$ cat config.mk
export PLATFORM = sky130hd
export DESIGN_NAME = rr_arbiter
export DESIGN_NICKNAME = d
export VERILOG_FILES = /design/src/rtl/arb_pkg.sv /design/src/rtl/rr_pick.sv /design/src/rtl/rr_arbiter.sv
export SDC_FILE = /design/constraint.sdc
export NUM_CORES = 1
export LEC_CHECK = 0
export ABC_AREA = 1
export CAP_MARGIN = 10
export CELL_PAD_IN_SITES_DETAIL_PLACEMENT = 2
export CELL_PAD_IN_SITES_GLOBAL_PLACEMENT = 2
export CORE_MARGIN = 2
export CORE_UTILIZATION = 29
export CTS_CLUSTER_DIAMETER = 30
export DETAILED_ROUTE_END_ITERATION = 8
export MAX_ROUTING_LAYER = met4
export PLACE_DENSITY_LB_ADDON = 0.1
export SLEW_MARGIN = 20
export SYNTH_ARGS = -nofsm -noshare
export SYNTH_HDL_FRONTEND = slang
export SYNTH_HIERARCHICAL = 1
export SYNTH_SLANG_ARGS = --single-unit
$ cat constraint.sdc
create_clock -name clk -period 2.9 [get_ports clk]
set_clock_uncertainty 0.2 [all_clocks]
set_input_delay 0.29 -clock clk [delete_from_list [all_inputs] [get_ports clk]]
set_output_delay 0.29 -clock clk [all_outputs]
set_load 0.05 [all_outputs]
$ cat src/rtl/arb_pkg.sv
// Shared types and helpers for the round-robin arbiter: FSM state encoding,
// default sizing and a one-hot to index encoder.
package arb_pkg;

    localparam int unsigned DEF_NUM_REQ  = 4;
    localparam int unsigned DEF_MAX_HOLD = 8;

    // Widest requester vector the encoder below supports
    localparam int unsigned MAX_REQ   = 16;
    localparam int unsigned MAX_IDX_W = 4;

    typedef enum logic [0:0] {
        IDLE = 1'b0,
        BUSY = 1'b1
    } state_e;

    // Index of the set bit of a one-hot (or zero) vector; zero input gives 0
    function automatic logic [MAX_IDX_W-1:0] onehot_to_idx(input logic [MAX_REQ-1:0] oh);
        logic [MAX_IDX_W-1:0] idx;
        idx = '0;
        for (int unsigned i = 0; i < MAX_REQ; i++) begin
            if (oh[i]) begin
                idx = idx | MAX_IDX_W'(i);
            end
        end
        return idx;
    endfunction

endpackage

$ cat src/rtl/rr_pick.sv
// Combinational round-robin pick: first eligible requester strictly after
// last_ptr, with wrap-around; done as rotate, lowest-bit isolate, un-rotate.
module rr_pick
    import arb_pkg::*;
#(
    parameter int unsigned NUM_REQ = DEF_NUM_REQ,
    parameter int unsigned ID_W    = $clog2(NUM_REQ)
) (
    input  logic [NUM_REQ-1:0] req,
    input  logic [ID_W-1:0]    last_ptr,
    input  logic [NUM_REQ-1:0] exclude,
    output logic               found,
    output logic [ID_W-1:0]    pick
);

    // One extra bit so index sums up to 2*NUM_REQ-2 fit before the modulo fold
    localparam int unsigned CNT_W = ID_W + 1;

    logic [NUM_REQ-1:0]   masked;
    logic [NUM_REQ-1:0]   rotated;
    logic [NUM_REQ-1:0]   lowest;
    logic [CNT_W-1:0]     start;
    logic [CNT_W-1:0]     src;
    logic [CNT_W-1:0]     rot_idx;
    logic [CNT_W-1:0]     sum;
    logic [MAX_IDX_W-1:0] enc;

    assign masked = req & ~exclude;
    assign found  = |masked;

    always_comb begin
        start = CNT_W'(last_ptr) + CNT_W'(1);
        if (start >= CNT_W'(NUM_REQ)) begin
            start = start - CNT_W'(NUM_REQ);
        end
    end

    // rotated[0] is the requester right after last_ptr
    always_comb begin
        rotated = '0;
        src     = '0;
        for (int unsigned i = 0; i < NUM_REQ; i++) begin
            src = start + CNT_W'(i);
            if (src >= CNT_W'(NUM_REQ)) begin
                src = src - CNT_W'(NUM_REQ);
            end
            rotated[i] = masked[ID_W'(src)];
        end
    end

    assign lowest  = rotated & (~rotated + NUM_REQ'(1));
    assign enc     = onehot_to_idx(MAX_REQ'(lowest));
    assign rot_idx = CNT_W'(enc);

    always_comb begin
        sum = start + rot_idx;
        if (sum >= CNT_W'(NUM_REQ)) begin
            sum = sum - CNT_W'(NUM_REQ);
        end
        pick = ID_W'(sum);
    end

endmodule

$ cat src/rtl/rr_arbiter.sv
// Round-robin arbiter with hold and timeout: registered one-hot grant that
// stays with its owner while requested, rotating after MAX_HOLD under contention.
module rr_arbiter
    import arb_pkg::*;
#(
    parameter  int unsigned NUM_REQ  = DEF_NUM_REQ,
    parameter  int unsigned MAX_HOLD = DEF_MAX_HOLD,
    parameter  int unsigned ID_W     = $clog2(NUM_REQ),
    localparam int unsigned HC_W     = $clog2(MAX_HOLD + 1)
) (
    input  logic               clk,
    input  logic               reset,
    input  logic [NUM_REQ-1:0] req,
    output logic [NUM_REQ-1:0] grant,
    output logic               grant_valid,
    output logic [ID_W-1:0]    grant_id,
    output logic [HC_W-1:0]    hold_cnt
);

    state_e             state_q;
    state_e             state_d;
    logic [ID_W-1:0]    last_ptr;
    logic [ID_W-1:0]    ptr_d;
    logic [NUM_REQ-1:0] grant_d;
    logic [ID_W-1:0]    id_d;
    logic [HC_W-1:0]    hold_d;
    logic               valid_d;

    logic               owner_req;
    logic               others_req;
    logic               hold_max;
    logic               take;
    logic               pick_found;
    logic [ID_W-1:0]    pick_idx;

    assign owner_req  = |(req & grant);
    assign others_req = |(req & ~grant);
    assign hold_max   = (hold_cnt == HC_W'(MAX_HOLD));

    // Current owner is masked out so a timeout always moves to someone else
    rr_pick #(
        .NUM_REQ (NUM_REQ),
        .ID_W    (ID_W)
    ) u_pick (
        .req      (req),
        .last_ptr (last_ptr),
        .exclude  (grant),
        .found    (pick_found),
        .pick     (pick_idx)
    );

    always_ff @(posedge clk or negedge reset) begin
        if (!reset) begin
            state_q     <= IDLE;
            last_ptr    <= ID_W'(NUM_REQ - 1);
            grant       <= '0;
            grant_id    <= '0;
            hold_cnt    <= '0;
            grant_valid <= 1'b0;
        end else begin
            state_q     <= state_d;
            last_ptr    <= ptr_d;
            grant       <= grant_d;
            grant_id    <= id_d;
            hold_cnt    <= hold_d;
            grant_valid <= valid_d;
        end
    end

    always_comb begin
        state_d = state_q;
        ptr_d   = last_ptr;
        grant_d = grant;
        id_d    = grant_id;
        hold_d  = hold_cnt;
        take    = 1'b0;

        case (state_q)
            IDLE: begin
                take = pick_found;
            end
            BUSY: begin
                if (owner_req) begin
                    if (others_req && hold_max) begin
                        take = 1'b1;
                    end else if (!hold_max) begin
                        hold_d = hold_cnt + HC_W'(1);
                    end
                end else if (pick_found) begin
                    take = 1'b1;
                end else begin
                    state_d = IDLE;
                    grant_d = '0;
                    id_d    = '0;
                    hold_d  = '0;
                end
            end
            default: begin
                state_d = IDLE;
                grant_d = '0;
                id_d    = '0;
                hold_d  = '0;
            end
        endcase

        // Hand-over goes straight to the new owner, no idle bubble
        if (take) begin
            state_d = BUSY;
            grant_d = NUM_REQ'(1) << pick_idx;
            id_d    = pick_idx;
            ptr_d   = pick_idx;
            hold_d  = HC_W'(1);
        end

        valid_d = |grant_d;
    end

endmodule

=== After elaboration in Yosys (flattened, before gate mapping) ===
Cells that the tools add are included.

* Output and inout port bits: 11
* Register bits: 14
* Word-level logic and storage cells: 87

* $add $sub $neg: 13
* Equal/unequal tests: 6
* Shift operators: 1
* Mux-type cells: 38
* Bitwise gates (word level): 6
* Reduce and logical (&&, ||, !) cells: 7
* Order comparisons: 10

{| class="wikitable"
|+ Operator list
! operator !! number
|-
| 4-bit two-way mux || 10
|-
| 2-bit two-way mux || 11
|-
| 3-bit greater-or-equal comparator (second input constant) || 6
|-
| 4-bit AND || 3
|-
| 2-bit by 3-bit less-than comparator with 1-bit output (second input constant) || 4
|-
| 4-bit OR reduction || 3
|-
| 1-bit two-way mux || 11
|-
| 2-bit by 1-bit subtractor with 2-bit output (second input constant) || 5
|-
| 4-bit by 1-bit adder with 4-bit output (second input constant) || 2
|-
| 1-bit binary-select mux with 2-bit select || 4
|-
| 4-bit NOT || 2
|-
| 3-bit by 2-bit adder with 3-bit output (second input constant) || 2
|-
| 3-bit by 2-bit inequality test with 1-bit output (second input constant) || 2
|-
| 4-bit == test (second input constant) || 1
|-
| 2-bit by 1-bit inequality test with 1-bit output (second input constant) || 2
|-
| 4-bit AND reduction || 1
|-
| 1-bit by 2-bit left shift with 4-bit output (first input constant) || 1
|-
| 2-bit by 1-bit adder with 3-bit output (second input constant) || 1
|-
| 3-bit by 1-bit adder with 3-bit output (second input constant) || 1
|-
| 3-bit by 2-bit adder with 3-bit output || 1
|-
| 3-bit two-way mux || 1
|-
| 3-bit inequality test (second input constant) || 1
|-
| 3-bit AND reduction || 1
|-
| 3-bit subtractor (second input constant) || 1
|-
| 4 further kinds || 4
|}

=== Depth between registers and ports, before layout ===
* Word-level depth: 20
* Depth in mapped cells: 19
* Gate-level depth less buffers: 19

=== Cells and area by module ===
Netlist, hierarchy kept.

{| class="wikitable"
|+ By module, submodules not included
! module !! sequential area each (um2) !! instances !! cells each !! area an instance (um2)
|-
| rr_arbiter || 352.8 || 1 || 101 || 807.0
|-
| rr_pick || 0.0 || 1 || 51 || 240.2
|}

=== Worst setup path before layout ===
OpenSTA, ideal clock, no wires.

* Kind: reg-to-reg
* Start point: register grant[0]
* End point: register grant_valid
* Setup slack: 404 ps
* Path buffers: 0
* Period minus slack after synthesis: 2496 ps
* Required time: 2581 ps
* Arrival: 2178 ps
* Cell stages (with the launch flop): 19
* Path through: dfrtp_1 > inv_1 > nand3_1 > nand3_1 > nand2_1 > inv_1 > a21oi_1 > nor2_1 > ha_1 > xor2_1 > inv_1 > nand3_1 > nand2_1 > nand2_1 > inv_1 > nand3_1 > nand2_2 > nor2_1 > nand2_1

* Cells in the longest elaborated chain, start to end: 16

{| class="wikitable"
|+ RTL lines
! item !! line !! source
|-
| start, declared || rr_arbiter.sv:14 || <nowiki>output logic [NUM_REQ-1:0] grant,</nowiki>
|-
| start signal, assigned || rr_arbiter.sv:63 || <nowiki>grant <= grant_d;</nowiki>
|-
| 4-bit NOT * || rr_pick.sv:28 || <nowiki>assign masked = req & ~exclude;</nowiki>
|-
| 4-bit AND * || rr_pick.sv:28 ||
|-
| 1-bit binary-select mux with 2-bit select || rr_pick.sv:47 || <nowiki>rotated[i] = masked[ID_W'(src)];</nowiki>
|-
| 1-bit two-way mux (implied by the code) || rr_pick.sv:47 ||
|-
| 4-bit NOT || rr_pick.sv:51 || <nowiki>assign lowest = rotated & (~rotated + NUM_REQ'(1));</nowiki>
|-
| 4-bit by 1-bit adder with 4-bit output || rr_pick.sv:51 ||
|-
| 4-bit AND * || rr_pick.sv:51 ||
|-
| 1-bit two-way mux || arb_pkg.sv:22 || <nowiki>if (oh[i]) begin</nowiki>
|-
| (+3 left out) || -- ||
|-
| 3-bit greater-or-equal comparator or 2-bit by 1-bit subtractor with 2-bit output (tied branches) || rr_pick.sv:57, rr_pick.sv:58 ||
|-
| 2-bit two-way mux * || rr_pick.sv:57 || <nowiki>if (sum >= CNT_W'(NUM_REQ)) begin</nowiki>
|-
| named net pick_idx[1] || rr_arbiter.sv:34 || <nowiki>logic [ID_W-1:0] pick_idx;</nowiki>
|-
| 1-bit by 2-bit left shift with 4-bit output * || rr_arbiter.sv:109 || <nowiki>grant_d = NUM_REQ'(1) << pick_idx;</nowiki>
|-
| 4-bit two-way mux * || rr_arbiter.sv:107 || <nowiki>if (take) begin</nowiki>
|-
| named net grant_d[3] || rr_arbiter.sv:24 || <nowiki>logic [NUM_REQ-1:0] grant_d;</nowiki>
|-
| 4-bit OR reduction * || rr_arbiter.sv:115 || <nowiki>valid_d = |grant_d;</nowiki>
|-
| named net valid_d || rr_arbiter.sv:27 || <nowiki>logic valid_d;</nowiki>
|-
| end signal, assigned || rr_arbiter.sv:66 || <nowiki>grant_valid <= valid_d;</nowiki>
|-
| end, declared || rr_arbiter.sv:15 || <nowiki>output logic grant_valid,</nowiki>
|}

Mark *: on every way through the listed nets, which the timed path passes. The rest lies on a longest branch. The select of a mux whose other input is x is not followed.
A chain may end at the register's enable or synchronous reset.

=== Worst setup path in the final report ===
* Start point: register last_ptr[0]
* End point: register grant_valid

* Cells in the longest elaborated chain, start to end: 20

{| class="wikitable"
|+ RTL lines
! item !! line !! source
|-
| start, declared || rr_arbiter.sv:22 || <nowiki>logic [ID_W-1:0] last_ptr;</nowiki>
|-
| start signal, assigned || rr_arbiter.sv:55 || <nowiki>last_ptr <= ID_W'(NUM_REQ - 1);</nowiki>
|-
| start signal, assigned || rr_arbiter.sv:62 || <nowiki>last_ptr <= ptr_d;</nowiki>
|-
| 2-bit by 1-bit adder with 3-bit output * || rr_pick.sv:32 || <nowiki>start = CNT_W'(last_ptr) + CNT_W'(1);</nowiki>
|-
| 3-bit subtractor or 3-bit greater-or-equal comparator (tied branches) || rr_pick.sv:34, rr_pick.sv:33 ||
|-
| 3-bit two-way mux * || rr_pick.sv:33 || <nowiki>if (start >= CNT_W'(NUM_REQ)) begin</nowiki>
|-
| 3-bit by 1-bit adder with 3-bit output || rr_pick.sv:43 || <nowiki>src = start + CNT_W'(i);</nowiki>
|-
| 3-bit greater-or-equal comparator or 2-bit by 1-bit subtractor with 2-bit output (tied branches) || rr_pick.sv:44, rr_pick.sv:45 ||
|-
| 2-bit two-way mux || rr_pick.sv:44 || <nowiki>if (src >= CNT_W'(NUM_REQ)) begin</nowiki>
|-
| 1-bit binary-select mux with 2-bit select || rr_pick.sv:47 ||
|-
| 1-bit two-way mux (implied by the code) || rr_pick.sv:47 ||
|-
| (+7 left out) || -- ||
|-
| 3-bit greater-or-equal comparator or 2-bit by 1-bit subtractor with 2-bit output (tied branches) || rr_pick.sv:57, rr_pick.sv:58 ||
|-
| 2-bit two-way mux * || rr_pick.sv:57 ||
|-
| named net pick_idx[1] || rr_arbiter.sv:34 ||
|-
| 1-bit by 2-bit left shift with 4-bit output * || rr_arbiter.sv:109 ||
|-
| 4-bit two-way mux * || rr_arbiter.sv:107 ||
|-
| named net grant_d[2] || rr_arbiter.sv:24 ||
|-
| 4-bit OR reduction * || rr_arbiter.sv:115 ||
|-
| named net valid_d || rr_arbiter.sv:27 ||
|}

Marks and branches as above.

==> metrics <==
Worst VDD drop=0.485 mV; gp weighted congestion=0.751; Iteration-0 DRC Markers=8; Final setup viols=0; Routed WL=2900 um; crit-path max FO=7; pin count of the biggest net entering global routing=15; fin cells=219; Post-CTS Repair Setup Buffers=0; die height=64.1 um; placed insts=roughly 220; GRT Util Overall=0.162; post-layout util=0.387; CTS Root Buffer Type=clkbuf_4; register bit count reported by yosys=14; Mapped Cells=152; crit end category=flip-flop; Tmin final=2620 ps; Place WS=just over 60 ps; final hold violations=0; Gates resized, CTS repair=0; max-slew violation count=0; DR WL/cell=13.2 um; effective utilization at floorplan=0.309; first-pass GRT wire length=5020 um; syn nets=161; via/cell ratio=about 4.7; Core Region=3390 um2; yosys warns=6; share of layout cells above drive strength 1=0.168; initial antenna violation count=0; clk sinks=14; status=complete, no violations; die width=64.1 um; Tightest Hold Check Type=primary input to asynchronous set/reset pin; number of global-route vias before repair=1155; DIE AREA=approximately 4000 um2; syn avg cell area=6.89 um2; crit start category=flip-flop; static leakage=0.684 nW; TritonCTS buffer count=3; Area Overhead vs Synth=25.2%; register area share after synthesis=0.337; First-pass DRT Iterations=4; clock slew at reported path FFs=90 ps; Slew @ Worst Pin=630 ps; crit path DAT=between 2000 and 3000 ps; unrepaired setup endpoints after global routing=false; library cells used by synthesis=20; Overflow after GRT=0; worst-skew pair later-pin latency=roughly 280 ps; H-Tree Depth=1; CTS Hold Bufs=0; PD cells=1380 nW/um2; Slew HR=0.579; TNS Setup=0 ps; n_diodes=0; DPL Wire Length=2420 um; num rows=21; Post-Syn Area=1050 um2; Max clock buf depth=2; Tcrit/Tclk final=0.903; final worst setup slack=281 ps; # fillers=between 400 and 500; critical path required time=between 2000 and 3000 ps; max-cap viol count=0; port bufs=16; DRC Markers=0; remaining antenna violation count=0; DR vias=~1000; fmax=0.382 GHz; TritonCTS clock tree=done; NumNets Final=between 150 and 200; Critical Setup Path Class=flip-flop to flip-flop; IO Pins=17
[worst paths after layout]
check | from | to | slack (ps) | depth (start not counted)
worst max-delay path | last_ptr[0] | grant_valid | 280 | 17
worst min-delay path | reset | grant[3] | 190 | 1
worst max register to register | last_ptr[0] | grant_valid | 280 | 17
worst min register to register | grant_id[1] | grant_id[1] | 300 | 2
max in group asynchronous | reset | grant_valid | 1900 | 1
min in group clk | grant_id[1] | grant_id[1] | 300 | 2
[cells by family (layout without fill, tap and decap cells)]
family,Yosys count,after routing,synth area share
AOI/OAI and AO/OA,6,6,0.0538
xor gates and xnor gates,3,3,0.0251
adders and majority gates,3,3,0.0358
buffers and inverters,21,42,0.0753
DFF,14,14,0.337
and+or+nand+nor,105,105,0.473
[cells in the final DEF (no fill, tap or decap), drive strengths merged]
cell and n:
nor3 1, nand4 1, nand3 19, o21ai 5, clkbuf 4, a21oi 1
ha 3, clkdlybuf4s50 16, nand3b 1, dfrtp 12, buf 1, xor2 2
inv 21, nor2 11, xnor2 1, nand2 72, dfstp 2
[power by group]
group	leakage, nW	switching (mW)	internal, mW
Clock	0.0210	0.0664	0.0764
Sequential	0.170	0.0870	0.294
Combinational	0.493	0.860	0.428
Total	0.684	1.01	0.798
[area by class of cell]
class / count / area (um2) / area share
tap: 46 / 57.6 / 0.0439
timing repair buffer: 17 / 168 / 0.128
clock buffer: 4 / 36.3 / 0.0277
inverter: 21 / 78.8 / 0.0601
sequential: 14 / 353 / 0.269
multi-input combinational: 117 / 618 / 0.471
[state kept, by name (all words and copies together) (netlist names)]
| register | count |
|---|---|
| grant | 4 |
| grant_id | 2 |
| grant_valid | 1 |
| hold_cnt | 4 |
| last_ptr | 2 |
| state_q | 1 |
[cells in the mapped netlist]
master    number  area [um2]
nor2_1         8        30.0
nand4_1        1        6.26
o21ai_4        1        16.3
xor2_1         2        17.5
o21ai_2        4        35.0
nor2_2         2        12.5
nor3_1         1        5.00
xnor2_1        1        8.76
nand2_1       61         229
ha_1           3        37.5
dfstp_2        2        52.6
inv_1         19        71.3
nand2_2        5        31.3
nand3_1       19        95.1
nand3b_1       1        7.51
a21oi_1        1        5.00
inv_2          2        7.51
dfrtp_1       12         300
nor2_4         1        11.3
nand2_4        6        67.6
[metal layers]
metal / global-route usage / wire length [um]
met3: 0.0229 / 60
met1: 0.194 / 1380
met2: 0.281 / 1420
met4: 0.0479 / 34
met5: - / 0
[per-stage QoR]
step	hold slack [ps]	instance area, um2	power [mW]
after detailed placement	285	1270	1.68
after CTS	219	1310	1.84
after floorplan	-206	1050	1.32
after global routing	233	1310	2.02
after global placement	267	1270	1.62
final	190	1310	1.81
[worst max-delay path, stage by stage (launching register included)]
cell      delay, ps
dfstp_2         610
inv_2           100
nand3_1         100
nand2_1          70
nand2_1          70
nand2_1          90
a21oi_1         130
nor2_1           60
ha_1            190
xor2_1          200
inv_1            60
nand3_1         100
nand2_2         100
nand2_1          70
nand3b_1         90
nand2_1          70
nor2_1          150
nand2_1          70
(Power assumes the default switching activity.)
